### src/rtl/ltl_monitor_collector.sv
// ltl_monitor_collector: reduces per-property report bits from the automata
// stage to hit flags, keeps sticky status and saturating hit counters, and
// logs every hit cycle as a timestamped event in a small FIFO.
//
// Ports:
//   clk_i, reset_ni       clock, asynchronous active-low reset
//   run_i                 sample enable (automata stage advances when high)
//   symbols_i             symbol consumed this cycle
//   report_bits_i         report bits, property p at [p*REPORTS_PER_PROP +: REPORTS_PER_PROP]
//   prop_enable_i         per-property enable
//   clear_i               synchronous clear of status, counters, FIFO and timestamp
//   prop_hit_o            registered one-cycle hit pulse per property
//   prop_sticky_o         sticky hit flag per property
//   hit_count_o           saturating hit counters, property p at [p*CNT_W +: CNT_W]
//   evt_valid_o/evt_ready_i  event drain handshake
//   evt_mask_o, evt_symbol_o, evt_ts_o  registered FIFO head entry
//   overflow_o            sticky: an event was dropped on a full FIFO
module ltl_monitor_collector #(
  parameter int unsigned NUM_PROPS        = 4,
  parameter int unsigned REPORTS_PER_PROP = 4,
  parameter int unsigned SYM_W            = 8,
  parameter int unsigned CNT_W            = 16,
  parameter int unsigned TS_W             = 32,
  parameter int unsigned FIFO_DEPTH       = 4
) (
  input  logic                                  clk_i,
  input  logic                                  reset_ni,
  input  logic                                  run_i,
  input  logic [SYM_W-1:0]                      symbols_i,
  input  logic [NUM_PROPS*REPORTS_PER_PROP-1:0] report_bits_i,
  input  logic [NUM_PROPS-1:0]                  prop_enable_i,
  input  logic                                  clear_i,
  output logic [NUM_PROPS-1:0]                  prop_hit_o,
  output logic [NUM_PROPS-1:0]                  prop_sticky_o,
  output logic [NUM_PROPS*CNT_W-1:0]            hit_count_o,
  output logic                                  evt_valid_o,
  input  logic                                  evt_ready_i,
  output logic [NUM_PROPS-1:0]                  evt_mask_o,
  output logic [SYM_W-1:0]                      evt_symbol_o,
  output logic [TS_W-1:0]                       evt_ts_o,
  output logic                                  overflow_o
);

  localparam int unsigned AW = $clog2(FIFO_DEPTH);
  localparam int unsigned CW = AW + 1;

  // Registered state
  logic [NUM_PROPS-1:0] prop_hit_q, prop_sticky_q;
  logic [CNT_W-1:0]     cnt_q [NUM_PROPS];
  logic [CNT_W-1:0]     cnt_d [NUM_PROPS];
  logic [TS_W-1:0]      ts_q, ts_d;
  logic                 overflow_q;

  logic [NUM_PROPS-1:0] mem_mask_q [FIFO_DEPTH];
  logic [SYM_W-1:0]     mem_sym_q  [FIFO_DEPTH];
  logic [TS_W-1:0]      mem_ts_q   [FIFO_DEPTH];
  logic [AW-1:0]        wr_ptr_q, wr_ptr_d, rd_ptr_q, rd_ptr_d;
  logic [CW-1:0]        count_q, count_d;

  logic                 head_valid_q;
  logic [NUM_PROPS-1:0] head_mask_q, head_mask_d;
  logic [SYM_W-1:0]     head_sym_q, head_sym_d;
  logic [TS_W-1:0]      head_ts_q, head_ts_d;

  logic [NUM_PROPS-1:0] hit_now_c;
  logic                 push_c, pop_c, full_c, push_ok_c, drop_c;

  // Per-property hit reduction, only in sample cycles
  always_comb begin
    hit_now_c = '0;
    for (int p = 0; p < int'(NUM_PROPS); p++) begin
      if (run_i && prop_enable_i[p]) begin
        hit_now_c[p] = |report_bits_i[p*REPORTS_PER_PROP +: REPORTS_PER_PROP];
      end
    end
  end

  // Saturating counter next values
  always_comb begin
    for (int p = 0; p < int'(NUM_PROPS); p++) begin
      cnt_d[p] = cnt_q[p];
      if (hit_now_c[p] && (cnt_q[p] != '1)) begin
        cnt_d[p] = cnt_q[p] + CNT_W'(1);
      end
    end
  end

  // FIFO control; a pop frees a slot for a same-cycle push when full
  always_comb begin
    push_c    = |hit_now_c;
    pop_c     = head_valid_q & evt_ready_i;
    full_c    = (count_q == CW'(FIFO_DEPTH));
    push_ok_c = push_c & (~full_c | pop_c);
    drop_c    = push_c & full_c & ~pop_c;
    wr_ptr_d  = wr_ptr_q + AW'(push_ok_c);
    rd_ptr_d  = rd_ptr_q + AW'(pop_c);
    count_d   = count_q + CW'(push_ok_c) - CW'(pop_c);
    ts_d      = run_i ? ts_q + TS_W'(1) : ts_q;
  end

  // Next head: the entry being written bypasses memory when it becomes the head
  always_comb begin
    head_mask_d = mem_mask_q[rd_ptr_d];
    head_sym_d  = mem_sym_q[rd_ptr_d];
    head_ts_d   = mem_ts_q[rd_ptr_d];
    if (push_ok_c && (wr_ptr_q == rd_ptr_d)) begin
      head_mask_d = hit_now_c;
      head_sym_d  = symbols_i;
      head_ts_d   = ts_q;
    end
  end

  // Event storage (contents need no reset; pointers qualify them)
  always_ff @(posedge clk_i) begin
    if (push_ok_c && !clear_i) begin
      mem_mask_q[wr_ptr_q] <= hit_now_c;
      mem_sym_q[wr_ptr_q]  <= symbols_i;
      mem_ts_q[wr_ptr_q]   <= ts_q;
    end
  end

  // Status, counters, timestamp and FIFO pointers; clear wins over everything
  always_ff @(posedge clk_i or negedge reset_ni) begin
    if (!reset_ni) begin
      prop_hit_q    <= '0;
      prop_sticky_q <= '0;
      for (int p = 0; p < int'(NUM_PROPS); p++) cnt_q[p] <= '0;
      ts_q          <= '0;
      overflow_q    <= 1'b0;
      wr_ptr_q      <= '0;
      rd_ptr_q      <= '0;
      count_q       <= '0;
      head_valid_q  <= 1'b0;
      head_mask_q   <= '0;
      head_sym_q    <= '0;
      head_ts_q     <= '0;
    end else if (clear_i) begin
      prop_hit_q    <= '0;
      prop_sticky_q <= '0;
      for (int p = 0; p < int'(NUM_PROPS); p++) cnt_q[p] <= '0;
      ts_q          <= '0;
      overflow_q    <= 1'b0;
      wr_ptr_q      <= '0;
      rd_ptr_q      <= '0;
      count_q       <= '0;
      head_valid_q  <= 1'b0;
      head_mask_q   <= '0;
      head_sym_q    <= '0;
      head_ts_q     <= '0;
    end else begin
      prop_hit_q    <= hit_now_c;
      prop_sticky_q <= prop_sticky_q | hit_now_c;
      for (int p = 0; p < int'(NUM_PROPS); p++) cnt_q[p] <= cnt_d[p];
      ts_q          <= ts_d;
      overflow_q    <= overflow_q | drop_c;
      wr_ptr_q      <= wr_ptr_d;
      rd_ptr_q      <= rd_ptr_d;
      count_q       <= count_d;
      head_valid_q  <= (count_d != '0);
      head_mask_q   <= head_mask_d;
      head_sym_q    <= head_sym_d;
      head_ts_q     <= head_ts_d;
    end
  end

  // Output mapping
  for (genvar p = 0; p < int'(NUM_PROPS); p++) begin : g_cnt_out
    assign hit_count_o[p*CNT_W +: CNT_W] = cnt_q[p];
  end

  assign prop_hit_o    = prop_hit_q;
  assign prop_sticky_o = prop_sticky_q;
  assign evt_valid_o   = head_valid_q;
  assign evt_mask_o    = head_mask_q;
  assign evt_symbol_o  = head_sym_q;
  assign evt_ts_o      = head_ts_q;
  assign overflow_o    = overflow_q;

endmodule

### config.mk
export PLATFORM = sky130hd
export DESIGN_NAME = ltl_monitor_collector
export DESIGN_NICKNAME = d
export VERILOG_FILES = /design/src/rtl/ltl_monitor_collector.sv
export SDC_FILE = /design/constraint.sdc
export NUM_CORES = 1
export LEC_CHECK = 0
export ABC_AREA = 1
export CELL_PAD_IN_SITES_DETAIL_PLACEMENT = 1
export CELL_PAD_IN_SITES_GLOBAL_PLACEMENT = 1
export CORE_ASPECT_RATIO = 0.9
export CORE_MARGIN = 3
export CORE_UTILIZATION = 30
export CTS_BUF_LIST = sky130_fd_sc_hd__clkbuf_8 sky130_fd_sc_hd__clkbuf_16
export DETAILED_ROUTE_END_ITERATION = 8
export GPL_TIMING_DRIVEN = 1
export PLACE_DENSITY_LB_ADDON = 0.1
export REMOVE_ABC_BUFFERS = 1
export SYNTH_ARGS = -nofsm -noshare
export SYNTH_HDL_FRONTEND = slang
export SYNTH_SLANG_ARGS = --single-unit
### constraint.sdc
create_clock -name clk_i -period 8.8 [get_ports clk_i]
set_input_delay 0.88 -clock clk_i [delete_from_list [all_inputs] [get_ports clk_i]]
set_output_delay 0.88 -clock clk_i [all_outputs]
set_load 0.05 [all_outputs]
==> metrics.csv <==
metric,value,unit
"Min Clock Period, post-route",3.87,ns
source-to-sink clock delay at the later pin of the worst-skew pair,0.55,ns
die width,247,um
data arrival time of the critical path,4.27,ns
vertical die dimension,223,um
final antenna diode count,0,
Nets,1943,
Cell variety after synth,34,
setup violators final,0,
"Top FF cell, synth",edfxtp_1,
largest area contributor in the netlist,edfxtp_1,
Port Buf Inserts,150,
Top Family by Delay on Critical Path,buffers and inverters,
mean cell area of the mapped netlist,8.86,um^2
clock sinks,333,
RSZ-0062 raised after global routing,no,
worst hold path type,primary input to async pin,
area grow syn2layout,21.3,%
flip-flop and latch count after synthesis,333,
buffer depth of the longest clock path,3,
starting utilization of the core area,0.307,
leakage power of the design,8.27,nW
final max-slew violation count,0,
combined area of all synthesized cells,0.0156,mm^2
portion of the clock cycle consumed by the worst path in the final layout,0.439,
start-to-end type of the worst setup path,primary input to flop,
number of hold-repair buffers added at the cts stage,0,
number of synthesized flops with an enable pin,176,
I/O pins,151,
Post-Route WL,47.0,mm
achievable frequency,0.259,GHz
largest clock skew in the final design,0.0147,ns
largest net degree at the start of global routing,90,
fraction of synthesized cell area taken by the top area cell type,0.338,
global-route wire length before repair,76.0,mm
Avg Vias per Cell,4.74,
synth top area cells,"edfxtp_1 (34%), dfrtp_1 (25%), nand2_1 (12%)",
post-synthesis async set-or-reset flop share,0.471,
highest net fanout along the worst path,47,
core area,0.0509,mm^2
final-layout setup total negative slack,0,ns
clock transition at the register clock pins on the worst setup and hold paths after CTS,0.06,ns
final hold violation count,0,
via count of the first global-routing pass,13300,
TritonCTS clock tree,built,
number of antenna violations at the first check in global routing,0,
P per Cell Area,270,mW/mm^2
post-CTS setup repair buffer count,0,
total congestion overflow after global routing,0,
Via Count,12400,
dpl hpwl,28.8,mm
total power,5.12,mW
Final Instance Area,0.0190,mm^2
total global-route track usage,0.175,
Root Buffer Master,clkbuf_16,
number of buffers inserted during clock tree synthesis,40,
slew at the pin closest to its max-slew limit,1.12,ns
list of cells traversed by the critical path,"clkdlybuf4s50_1, nand2_1, inv_1, nand2_1, nand2_1, inv_1, nand2_2, buf_4, nand2_1, ha_1, inv_1, ha_1, inv_1, fa_1, xor2_1, a31oi_1",
weighted congestion at the end of routability-driven global placement,0.781,
most numerous cell in the Yosys netlist,nand2_1,
post-route DRC violation count,0,
Row Count,78,
number of search-and-repair iterations in the first detailed-routing pass,4,
Placement Cell Area,0.0178,mm^2
Commonest cells post-synth,"nand2_1 (491), nor2_1 (257), inv_1 (177)",
status,"finished, final reports clean",
number of gates resized after CTS,0,
level count of the clock H-tree,2,
detailed-route wire length per cell,18.0,um
share of cells above drive strength 1,0.0528,
antenna-violating nets left,0,
Synth warnings,0,
peak supply drop,0.156,mV
Die Footprint,0.0549,mm^2
number of DRC markers in iteration 0,554,
slowest cell delay on critical path,0.84,ns
number of maximum-capacitance violations,0,
count of buffering cells on the critical path with inverters included,6,
slack of the critical path,4.93,ns
max-slew headroom at the worst pin,0.255,
cell type of the slowest stage on the worst timing path,clkdlybuf4s50_1,
Crit. End Element,flop,
Startpoint Class,primary input,
register area share after synthesis,0.589,
dpl ws,4.31,ns
Syn Inst Count,1766,
required time of the critical path,9.20,ns
sequential cells by signal (all words and copies together) (netlist names):
name           count
mem_ts_q         128
mem_mask_q        16
evt_ts_o          32
rd_ptr_q           2
mem_sym_q         32
overflow_o         1
wr_ptr_q           2
hit_count_o       64
count_q            3
ts_q              32
evt_valid_o        1
evt_mask_o         4
prop_sticky_o      4
evt_symbol_o       8
prop_hit_o         4
metrics by stage:
step,util,hold WS [ns],instances
6_report,0.373,0.329,2610
5_1_grt,0.373,0.356,2610
3_5_place_dp,0.349,0.492,2538
2_1_floorplan,-,0.496,1694
4_1_cts,0.373,0.333,2610
3_3_place_gp,0.349,0.485,2538
per-layer routing:
metal  track usage  vias up  wire length [um]
li1              -     6044                 -
met1         0.237     6118             22100
met2         0.292      160             22400
met3        0.0314       54              1710
met4        0.0432        0               763
met5             0        -                 0
cell type report:
cell class                      count  area, um^2
Clock buffer                       45        1080
Clock inverter                     27         143
Fill cell                        5916       32000
Inverter                          183         689
Multi-Input combinational cell   1178        5400
Sequential cell                   333        9210
Tap cell                          680         851
Timing Repair Buffer              164        1600
cells by family (layout without fill, tap and decap cells):
family | count (synthesis) | after routing | synth area share
simple gates | 988 | 988 | 0.270
flops | 333 | 333 | 0.589
buf+inv | 255 | 419 | 0.0681
compound gates | 159 | 159 | 0.0527
xor+xnor | 21 | 21 | 0.0118
fa+ha+maj | 10 | 10 | 0.00848
cell usage in the layout, fill, tap and decap left out, types with 41 or more instances in the layout:
master and n:
nand2_1 491, dfrtp_1 157, o21ai_0 125, nand3_1 93, inv_1 189, clkdlybuf4s50_1 148
clkbuf_16 41, edfxtp_1 176, nor2_1 257, nand4_1 89
worst register-to-register path: cells and delay by family (launching register included):
| kind | cells | cell delay, ns |
|---|---|---|
| flip-flops | 1 | 0.42 |
| buffers and inverters | 2 | 1.16 |
| AND/OR/NAND/NOR | 4 | 1.11 |
power by group:
group          leakage [nW]  switching, mW  internal [mW]
sequential             3.78         0.0731           1.83
clock                 0.637          0.642          0.903
combinational          3.86           1.20          0.479
total                  8.27           1.91           3.21
final timing paths:
kind                                  start               end  slack (ns)  cells past startpoint
max                                   run_i       evt_valid_o        4.93                     16
min                                reset_ni   evt_symbol_o[7]        0.33                      1
max reg2reg                      count_q[1]   mem_sym_q[1][0]        5.67                      6
min reg2reg                prop_sticky_o[2]  prop_sticky_o[2]        0.51                      2
max in group asynchronous          reset_ni   hit_count_o[12]        7.22                      2
min in group clk_i         prop_sticky_o[2]  prop_sticky_o[2]        0.51                      2
Power figures use the tool's default switching activity.
